$ cat config.mk
export PLATFORM = sky130hd
export DESIGN_NAME = pipeline_sequencer
export DESIGN_NICKNAME = d
export VERILOG_FILES = /design/src/rtl/pipeline_sequencer.sv
export SDC_FILE = /design/constraint.sdc
export NUM_CORES = 1
export LEC_CHECK = 0
export BUFFER_PORTS_ARGS = -buffer_cell sky130_fd_sc_hd__buf_2
export CAP_MARGIN = 10
export CORE_ASPECT_RATIO = 0.9
export CORE_MARGIN = 4
export CORE_UTILIZATION = 45
export CTS_CLUSTER_DIAMETER = 120
export DETAILED_ROUTE_END_ITERATION = 7
export PLACE_DENSITY = 0.73
export SYNTH_ARGS = -nofsm -noshare
export SYNTH_HDL_FRONTEND = slang
export SYNTH_SLANG_ARGS = --single-unit
$ cat constraint.sdc
create_clock -name clk -period 5.3 [get_ports clk]
set_input_delay 0.53 -clock clk [delete_from_list [all_inputs] [get_ports clk]]
set_output_delay 0.53 -clock clk [all_outputs]
set_load 0.02 [all_outputs]
$ cat src/rtl/pipeline_sequencer.sv
// pipeline_sequencer: F/EX/WB control for the RV32 core with multiply stalls, WB gating, forwarding and retire count
module pipeline_sequencer #(
  parameter int MUL_LAT = 1
) (
  input  logic        clk,
  input  logic        rst_n,
  input  logic [2:0]  ex_itype,
  input  logic [4:0]  ex_rs1,
  input  logic [4:0]  ex_rs2,
  input  logic [4:0]  ex_rd,
  input  logic        ex_regwrite,
  input  logic        ex_gpio_we,
  input  logic        ex_is_mul,
  output logic        pc_en,
  output logic        ex_valid,
  output logic        busy,
  output logic        wb_valid,
  output logic [4:0]  wb_rd,
  output logic        wb_regwrite,
  output logic        regfile_we,
  output logic        gpio_we_q,
  output logic        fwd_a,
  output logic        fwd_b,
  output logic [31:0] instret
);
  typedef enum logic [1:0] {BOOT, RUN, MUL_WAIT} state_t;
  localparam logic [3:0] MUL_CNT = 4'(MUL_LAT - 1);
  state_t      state_q, state_d;
  logic [3:0]  cnt_q, cnt_d;
  logic        capture;
  logic        wb_valid_q, wb_regwrite_q;
  logic [4:0]  wb_rd_q;
  logic [31:0] instret_q;
  // next state, PC advance and WB capture decision for the instruction in EX
  always_comb begin
    state_d  = state_q;
    cnt_d    = cnt_q;
    pc_en    = 1'b0;
    ex_valid = 1'b0;
    busy     = 1'b0;
    capture  = 1'b0;
    case (state_q)
      BOOT: begin
        pc_en   = 1'b1;
        state_d = RUN;
      end
      RUN: begin
        ex_valid = 1'b1;
        if (ex_is_mul && MUL_LAT > 1) begin
          cnt_d   = MUL_CNT;
          state_d = MUL_WAIT;
        end else begin
          pc_en   = 1'b1;
          capture = 1'b1;
        end
      end
      MUL_WAIT: begin
        ex_valid = 1'b1;
        busy     = 1'b1;
        if (cnt_q > 4'd1) cnt_d = cnt_q - 4'd1;
        else begin
          pc_en   = 1'b1;
          capture = 1'b1;
          state_d = RUN;
        end
      end
      default: state_d = BOOT;
    endcase
  end
  // state, WB register and retire counter; a non-capture edge leaves a bubble in WB
  always_ff @(posedge clk) begin
    if (!rst_n) begin
      state_q       <= BOOT;
      cnt_q         <= 4'd0;
      wb_valid_q    <= 1'b0;
      wb_rd_q       <= 5'd0;
      wb_regwrite_q <= 1'b0;
      gpio_we_q     <= 1'b0;
      instret_q     <= 32'd0;
    end else begin
      state_q       <= state_d;
      cnt_q         <= cnt_d;
      wb_valid_q    <= capture;
      wb_regwrite_q <= capture & ex_regwrite;
      gpio_we_q     <= capture & ex_gpio_we;
      if (capture) wb_rd_q <= ex_rd;
      if (wb_valid_q) instret_q <= instret_q + 32'd1;
    end
  end
  assign wb_valid    = wb_valid_q;
  assign wb_rd       = wb_rd_q;
  assign wb_regwrite = wb_regwrite_q;
  assign instret     = instret_q;
  assign regfile_we  = wb_valid_q & wb_regwrite_q & (wb_rd_q != 5'd0);
  assign fwd_a = regfile_we & ex_valid & (ex_itype != 3'b010) & (wb_rd_q == ex_rs1);
  assign fwd_b = regfile_we & ex_valid & (ex_itype == 3'b000) & (wb_rd_q == ex_rs2);
endmodule

==> run_results.csv, run 1 <==
group,metric,value,unit
logic_synthesis,async_reset_ff_share,0,%
power_and_ir_drop,vdd_drop_max,0.149,mV
timing,max_slew.worst_pin.slew,1.01,ns
critical_path,crit_buf_inv,1,
logic_synthesis,yosys_most_used_dff,"dfxtp_1",
clock_tree,clock_path_buffers,2,
global_routing,grt.overflow.total,0,
place,place_congestion,0.726,
timing,setup_viol,0,
global_routing,grt.total_usage,16.2,%
logic_synthesis,yosysMostFrequentCell,"dfxtp_1",
logic_synthesis,synth_warnings,0,
logic_synthesis,synth_edf_count,0,
critical_path,cp_slowest_cell,"or3_1",
cells_and_area,syn_to_final_growth,21.6,%
cells_and_area,n_fill_cell,372,
detailed_routing,wirelength,4420,um
global_routing,grt_first_pass_wirelength,7380,um
critical_path,r2r_setup_slack,3.30,ns
clock_tree,post_cts_resized,0,
power_and_ir_drop,p_leak,0.00103,uW
timing,rsz0062_at_grt,"no",
detailed_routing,post_drt_wl_per_cell,13.2,um
clock_tree,cts_inserted_buffers,5,
place,place_hpwl,3210,um
cells_and_area,final_nets,299,
critical_path,rr_startpoint,"instret[3]",
clock_tree,htreeDepth,2,
logic_synthesis,netlist_area,0.00197,mm^2
floorplan,die_y,70.7,um
min_path,hp-start,"rst_n",
cells_and_area,ff_latch_area,821,um^2
timing,fmax,460,MHz
cells_and_area,drive_gt1_share,28.0,%
logic_synthesis,synth_area_leaders,"dfxtp_1 (42%), o31ai_1 (5.7%), or4_1 (5.7%)",
min_path,min_delay_path_depth,1,
outcome,outcome,"finished clean",
critical_path,slowest_delay,0.38,ns
floorplan,core_region_area,0.00416,mm^2
critical_path,arrival,1.64,ns
critical_path,crit_cells,5,
global_routing,grt_max_degree,37,
clock_tree,insertion_delay,0.29,ns
detailed_routing,antenna_left,0,
critical_path,critPathMaxFanout,5,
clock_tree,ctsHoldBuffers,0,
timing,finalCriticalPeriod,2.17,ns
detailed_routing,drt_first_iter_violations,56,
critical_path,crit_chain,"or3_1 > o311a_1 > nand2_1 > nor4_1 > buf_2",
logic_synthesis,synth_common_cells,"dfxtp_1 (41), a21oi_1 (19), nor2_1 (19), o31ai_1 (15), or4_1 (15)",
clock_tree,clk_pin_slew,0.07,ns
detailed_routing,vias,1768,
clock_tree,post-cts-setup-buffers,0,
min_path,hold_path_end,"state_q[0]",
floorplan,initial_core_util,47.3,%
global_routing,antenna_found_initial,0,
logic_synthesis,synth.avg_cell_area,9.06,um^2
timing,fin_skew,0.0114,ns
timing,max-slew-margin-rel,32.1,%
floorplan,num_rows,22,
run,drv_cap,0,
critical_path,path_class,"register to primary output",
cells_and_area,diodes,0,
critical_path,startpoint_type,"register",
place,port_buffers,65,
power_and_ir_drop,power.density,250,mW/mm^2
logic_synthesis,synth_top_cell_area_share,41.8,%
timing,hold_viol,0,
critical_path,crit_required,4.77,ns
floorplan,io_pins,69,
timing,slew_viol_final,0,
clock_tree,cts.sinks,41,
timing,period_share,41.0,%
global_routing,grt_pass1_vias,1678,
critical_path,end_kind,"primary output",
clock_tree,root_buffer,"clkbuf_8",
critical_path,r2r_end,"instret[31]",
logic_synthesis,yosysUniqueCellTypes,30,
min_path,holdCritPathClass,"primary input to register",
floorplan,die-area,0.00549,mm^2
timing,hold_slack,0.437,ns
clock_tree,cts_tree,"built",
logic_synthesis,ys_seq_area_share,41.8,%
logic_synthesis,synth_top_area_cell,"dfxtp_1",
logic_synthesis,synth_nets,241,
detailed_routing,vias_per_cell,5.28,
logic_synthesis,syn-instance-count,217,
cells_and_area,multi_input_area,0.00105,mm^2
timing,fin_tns_setup,0,ns
logic_synthesis,synth-seq-cells,41,
detailed_routing,drcViolationCount,0,
floorplan,die_w,77.7,um
cells_and_area,final_util,57.5,%
critical_path,cp_top_family,"simple AND/OR/NAND/NOR gates",
critical_path,r2r_cells,4,
detailed_routing,first_pass_iters,4,
==> cell usage in the layout, fill, tap and decap left out <==
cell type and instances:
nor2_1 19, conb_1 2, mux2i_1 7, bufinv_16 1, o21ai_0 3, nand4_4 2, and4_1 5, o31ai_1 15
clkbuf_8 5, nand2b_1 1, buf_2 65, or3_1 4, and2_1 1, nor4_1 3, nand2_1 14, nand4_2 2
a21oi_1 19, or4_1 15, and4_2 1, and3_1 5, xor2_1 12, clkinv_2 1, o311a_1 1, clkinv_1 1
nand4_1 7, inv_1 3, dfxtp_1 41, nand3_1 9, ha_1 1, xnor2_1 10
==> per-layer routing <==
metal	GRT usage, %	wire [um]	vias up
met5	0	0	-
met2	27.7	2080	39
met3	5.60	281	4
met1	19.7	2030	822
met4	3.56	27	0
li1	-	-	903
==> cell type report <==
cell class / count / share of cell area (%)
clock buffer: 5 / 2.88
tap: 60 / 3.14
multi-input combinational: 158 / 43.9
inverter: 4 / 0.628
timing repair buffer: 65 / 13.6
sequential: 41 / 34.3
clock inverter: 2 / 1.47
==> how the worst max path moves through the flow <==
stage / start / end / slack (ns)
after CTS: wb_rd[4] / fwd_a / 3.12
after global placement: wb_valid / instret[31] / 3.30
after floorplan: wb_rd[4] / fwd_a / 3.01
after global routing: wb_rd[4] / fwd_b / 3.06
final: wb_rd[4] / fwd_a / 3.13
after detailed placement: rst_n / instret[16] / 3.28
==> kinds of logic after synthesis <==
family,after synthesis,synth area share (%)
other,2,0.382
XOR/XNOR,22,9.80
adder cells (fa/ha/maj),1,0.636
AO/OA/AOI/OAI,38,11.8
multiplexers,7,3.56
buffers and inverters,18,4.84
flip-flops,41,41.8
AND/OR/NAND/NOR,88,27.2
==> through the flow <==
| stage | total power, uW | setup slack (ns) | std cells | cell area [um^2] |
|---|---|---|---|---|
| global route | 619 | 3.06 | 335 | 2390 |
| global placement | 367 | 3.30 | 328 | 2290 |
| detailed placement | 368 | 3.28 | 328 | 2290 |
| floorplan | 352 | 3.01 | 217 | 1970 |
| CTS | 604 | 3.12 | 335 | 2390 |
| finish | 597 | 3.13 | 335 | 2390 |
==> registers in the layout, summed over array words and instances (netlist names) <==
register and count:
wb_valid 1, state_q 1, wb_rd 5, gpio_we_q 1, wb_regwrite 1, instret 32
==> report_power, final <==
| group | internal (uW) | switching (uW) | total [uW] | leakage [uW] |
|---|---|---|---|---|
| clock network | 137 | 99.5 | 236 | 0.0000540 |
| logic | 18.6 | 22.0 | 40.7 | 0.000646 |
| registers | 313 | 7.19 | 320 | 0.000332 |
Note: power is estimated with default switching activity, not from simulation.
==> run 2: changes to the inputs <==
--- a/config.mk
+++ b/config.mk
@@ -9,10 +9,10 @@
 export CAP_MARGIN = 10
 export CORE_ASPECT_RATIO = 0.9
 export CORE_MARGIN = 4
-export CORE_UTILIZATION = 45
+export CORE_UTILIZATION = 44
 export CTS_CLUSTER_DIAMETER = 120
 export DETAILED_ROUTE_END_ITERATION = 7
-export PLACE_DENSITY = 0.73
+export PLACE_DENSITY = 0.75
 export SYNTH_ARGS = -nofsm -noshare
 export SYNTH_HDL_FRONTEND = slang
 export SYNTH_SLANG_ARGS = --single-unit
==> constraint.sdc (replaced) <==
create_clock -name clk -period 1.95 [get_ports clk]
set_input_delay 0.195 -clock clk [delete_from_list [all_inputs] [get_ports clk]]
set_output_delay 0.195 -clock clk [all_outputs]
set_load 0.02 [all_outputs]
==> run 2 against run 1 <==
Compared with the run above: worst setup slack got worse by 3.0 ns; count of clock-buffer cells in the layout up 2; die area increased by 2.0%; critical path type unchanged; sequential power grew to 2.7 times the previous value; final area up 3.7%; sequential cell count is the same.
==> run_results.csv, run 2 (synthesized netlist as in run 1, its figures left out) <==
group,metric,value,unit
global_routing,grt.total_usage,16.6,%
global_routing,grt_first_pass_wirelength,7480,um
power_and_ir_drop,p_leak,0.00109,uW
global_routing,grt_use_met1,21.1,%
global_routing,use_met2,26.9,%
global_routing,grt_pass1_vias,1688,
clock_tree,cts.sinks,41,
outcome,outcome,"finished clean",
floorplan,core_region_area,0.00418,mm^2
floorplan,initial_core_util,47.0,%
cells_and_area,fin_area,0.00248,mm^2
timing,fin_tns_setup,0,ns
clock_tree,clock_path_buffers,2,
critical_path,arrival,1.64,ns
detailed_routing,vias,1802,
timing,hold_viol,0,
critical_path,path_class,"register to primary output",
floorplan,num_rows,22,
cells_and_area,drive_gt1_share,31.6,%
timing,setup_viol,0,
clock_tree,cts_tree,"built",
place,port_buffers,65,
critical_path,slowest_delay,0.37,ns
critical_path,startpoint_type,"register",
global_routing,antenna_found_initial,0,
clock_tree,root_buffer,"clkbuf_8",
timing,period_share,94.1,%
cells_and_area,fin_cells,345,
timing,slew_viol_final,0,
clock_tree,clk_pin_slew,0.07,ns
clock_tree,cts_inserted_buffers,5,
clock_tree,insertion_delay,0.29,ns
floorplan,io_pins,69,
floorplan,die_w,78.5,um
timing,finalCriticalPeriod,1.83,ns
place,placed_cells,338,
place,post_dp_cell_area,0.00237,mm^2
critical_path,crit_chain,"or3_1 > o311a_1 > nand2_2 > nor4_1 > buf_2",
global_routing,grt.overflow.total,0,
critical_path,crit_required,1.75,ns
critical_path,cp_slowest_cell,"or3_1",
detailed_routing,drt_first_iter_violations,71,
power_and_ir_drop,vdd_drop_max,0.423,mV
detailed_routing,antenna_left,0,
detailed_routing,vias_per_cell,5.22,
clock_tree,ctsHoldBuffers,0,
power_and_ir_drop,power.density,621,mW/mm^2
detailed_routing,first_pass_iters,6,
timing,fmax,545,MHz
critical_path,critPathMaxFanout,5,
timing,hold_slack,0.0977,ns
timing,rsz0062_at_grt,"no",
critical_path,end_kind,"primary output",
cells_and_area,final_nets,309,
global_routing,grtUsageMet3,4.52,%
place,place_congestion,0.736,
cells_and_area,largest_reg_flops,32,
timing,fin_skew,0.00406,ns
detailed_routing,post_drt_wl_per_cell,12.8,um
detailed_routing,wirelength,4410,um
cells_and_area,syn_to_final_growth,26.1,%
cells_and_area,mostFrequentLayoutCells,"buf_2 (65), dfxtp_1 (39), nor2_1 (19), a21oi_1 (19)",
cells_and_area,final_common_cell,"buf_2",
clock_tree,htreeDepth,2,
run,drv_cap,0,
place,place_hpwl,3350,um
floorplan,die-area,0.00560,mm^2
detailed_routing,drcViolationCount,0,
cells_and_area,diodes,0,
global_routing,grt_max_degree,24,
floorplan,die_y,71.4,um
min_path,holdCritPathClass,"primary input to register",
global_routing,busiest_layer,"met2",
run 2: critical path: cells and delay by family, from the launching register on:
family,cells,cell delay [ns]
flops,1,0.35
simple gates,3,0.51
buf+inv,1,0.16
compound gates,1,0.33
run 2: cell type report:
| class | instances | area (um^2) |
|---|---|---|
| tap | 60 | 75.1 |
| inverter | 4 | 15.0 |
| multi-input combinational | 158 | 1070 |
| fill | 384 | 1710 |
| clock buffer | 7 | 86.3 |
| sequential | 41 | 823 |
| timing repair buffer | 75 | 413 |
run 2: worst paths after layout:
kind,startpoint,endpoint,slack (ns),depth (start not counted)
worst max-delay path,wb_rd[4],fwd_a,0.12,5
worst min-delay path,rst_n,state_q[0],0.1,1
worst max register to register,instret[0],instret[16],0.16,5
worst min register to register,instret[31],instret[31],0.48,2
run 2: what timing repair did:
| item | CTS | global route |
|---|---|---|
| setup buffers | 0 | 0 |
| setup endpoints to repair | 0 | 10 |
| resized for setup | 0 | 6 |
run 2: per-layer routing:
metal  vias to the layer above  routed length, um
li1                        925                  -
met1                       818               2080
met2                        52               2000
met3                         7                275
met4                         0                 59
met5                         -                  0
run 2: where the power goes:
part	switching [uW]	internal (uW)
registers	15.6	850
clock network	270	281
logic	65.2	57.3
run 2: metrics by stage:
| step | setup slack, ns | util (%) | total power, uW |
|---|---|---|---|
| 2_1_floorplan | -0.00933 | - | 957 |
| 3_3_place_gp | 0.112 | 56.7 | 1010 |
| 3_5_place_dp | 0.0411 | 56.7 | 1010 |
| 4_1_cts | 0.0207 | 58.8 | 1560 |
| 5_1_grt | 0.0156 | 59.2 | 1610 |
| 6_report | 0.116 | 59.2 | 1540 |
==> run 3: changes to the inputs <==
==> config.mk (replaced) <==
export PLATFORM = sky130hd
export DESIGN_NAME = pipeline_sequencer
export DESIGN_NICKNAME = d
export VERILOG_FILES = /design/src/rtl/pipeline_sequencer.sv
export SDC_FILE = /design/constraint.sdc
export NUM_CORES = 1
export LEC_CHECK = 0
export CAP_MARGIN = 10
export CORE_ASPECT_RATIO = 0.9
export CORE_MARGIN = 4
export CORE_UTILIZATION = 45
export CTS_CLUSTER_DIAMETER = 120
export DETAILED_ROUTE_END_ITERATION = 7
export DONT_BUFFER_PORTS = 1
export SYNTH_ARGS = -nofsm -noshare
export SYNTH_HDL_FRONTEND = slang
export SYNTH_SLANG_ARGS = --single-unit
==> run 3 against run 2 <==
Compared with the run above: global-route usage rose by 2.0 points; register-to-register slack got worse by 0.02 ns; die area fell by 2.0%; largest cell class unchanged.
==> run_results.csv, run 3 (synthesized netlist as in run 1, its figures left out) <==
group,metric,value,unit
power_and_ir_drop,vdd_drop_max,0.466,mV
clock_tree,clock_path_buffers,2,
timing,slew_viol_final,0,
clock_tree,cts.sinks,41,
detailed_routing,first_pass_iters,4,
clock_tree,cts_tree,"built",
clock_tree,post-cts-setup-buffers,0,
power_and_ir_drop,total_power,1660,uW
place,post_dp_cell_area,0.00224,mm^2
place,place_hpwl,3720,um
floorplan,die_w,77.7,um
global_routing,grt_max_degree,32,
detailed_routing,drcViolationCount,0,
floorplan,die_y,70.7,um
clock_tree,insertion_delay,0.28,ns
detailed_routing,drt_first_iter_violations,103,
critical_path,crit_required,2.17,ns
floorplan,initial_core_util,47.3,%
critical_path,r2r_cells,4,
timing,rsz0062_at_grt,"no",
min_path,hold_path_end,"wb_valid",
power_and_ir_drop,p_leak,0.000918,uW
min_path,min_delay_path_depth,1,
min_path,hp-start,"rst_n",
critical_path,startpoint_type,"register",
clock_tree,htreeDepth,2,
cells_and_area,drive_gt1_share,20.9,%
cells_and_area,fin_area,0.00237,mm^2
critical_path,r2r_end,"instret[31]",
critical_path,arrival,2.03,ns
cells_and_area,final_common_cell,"dfxtp_1",
floorplan,io_pins,69,
timing,fin_skew,0.00308,ns
critical_path,end_kind,"register",
critical_path,path_class,"register to register",
clock_tree,root_buffer,"clkbuf_8",
detailed_routing,vias_per_cell,5.64,
place,place_congestion,0.777,
cells_and_area,largest_reg_flops,32,
global_routing,grt_pass1_vias,1801,
cells_and_area,final_util,57.0,%
outcome,outcome,"finished clean",
global_routing,grt.overflow.total,0,
detailed_routing,vias,1743,
critical_path,r2r_setup_slack,0.14,ns
min_path,holdCritPathClass,"primary input to register",
timing,setup_viol,0,
detailed_routing,post_drt_wl_per_cell,15.7,um
floorplan,die-area,0.00549,mm^2
place,port_buffers,0,
cells_and_area,mostFrequentLayoutCells,"dfxtp_1 (39), buf_4 (37), nor2_1 (19), a21oi_1 (19)",
clock_tree,cts_inserted_buffers,5,
detailed_routing,wirelength,4860,um
floorplan,core_region_area,0.00416,mm^2
global_routing,grt.total_usage,18.5,%
critical_path,rr_startpoint,"wb_valid",
cells_and_area,final_nets,272,
detailed_routing,antenna_left,0,
run,drv_cap,0,
timing,finalCriticalPeriod,1.81,ns
cells_and_area,syn_to_final_growth,20.5,%
clock_tree,clk_pin_slew,0.08,ns
timing,period_share,92.6,%
timing,hold_viol,0,
cells_and_area,diodes,0,
global_routing,antenna_found_initial,0,
global_routing,grt_first_pass_wirelength,8370,um
critical_path,critPathMaxFanout,14,
power_and_ir_drop,power.density,701,mW/mm^2
floorplan,num_rows,22,
timing,fmax,554,MHz
## run 3: changes by cell type in the layout (fill, tap and decap cells not counted), sizes merged
cell	delta
bufinv	+1
dlygate4sd3	+1
buf	-38
## run 3: final cells by class
cell class	count	area [um^2]
timing repair buffer	38	288
tap	60	75.1
clock inverter	1	30.0
multi-input combinational	158	1050
fill	357	1790
clock buffer	7	86.3
sequential	41	823
inverter	4	15.0
## run 3: through the flow
step                cells  worst slack (ns)  TNS [ns]  hold slack, ns
finish                309             0.145         0          0.0366
global route          309           0.00259         0          0.0304
CTS                   309            0.0975         0          0.0279
detailed placement    300             0.152         0           0.223
global placement      300             0.211         0           0.223
floorplan             217          -0.00933  -0.00933           0.285
## run 3: how the worst max path moves through the flow
stage / start / to / slack [ns]
3_5_place_dp: instret[0] / instret[22] / 0.15
4_1_cts: wb_rd[2] / fwd_a / 0.1
5_1_grt: instret[0] / instret[22] / 0.003
6_report: wb_valid / instret[31] / 0.14
2_1_floorplan: wb_rd[4] / fwd_a / -0.009
3_3_place_gp: wb_valid / instret[31] / 0.21
## run 3: where the power goes
part	switching [uW]	internal [uW]
Combinational	56.0	41.7
Sequential	15.7	850
Clock	280	417
## run 3: layer usage
layer / up-vias / share of wire, % / wire [um] / global-route usage [%]
met4: 0 / 1.1 / 53 / 5.73
met2: 50 / 50 / 2450 / 32.1
met3: 7 / 6.6 / 321 / 5.98
met5: - / 0 / 0 / 0
met1: 836 / 42 / 2040 / 21.8
li1: 850 / - / - / -
## run 3: worst max-delay path: stages, from the launching register on
cell	delay (ns)
dfxtp_1	0.38
and4_1	0.33
nand4_2	0.33
or4_1	0.57
a21oi_1	0.15
## run 3: what timing repair did
action                                 in CTS  in global routing
endpoints found under the hold margin       1                  0
hold buffers                                1                  0
gates resized for setup                     0                  3
setup endpoints to repair                   0                  7
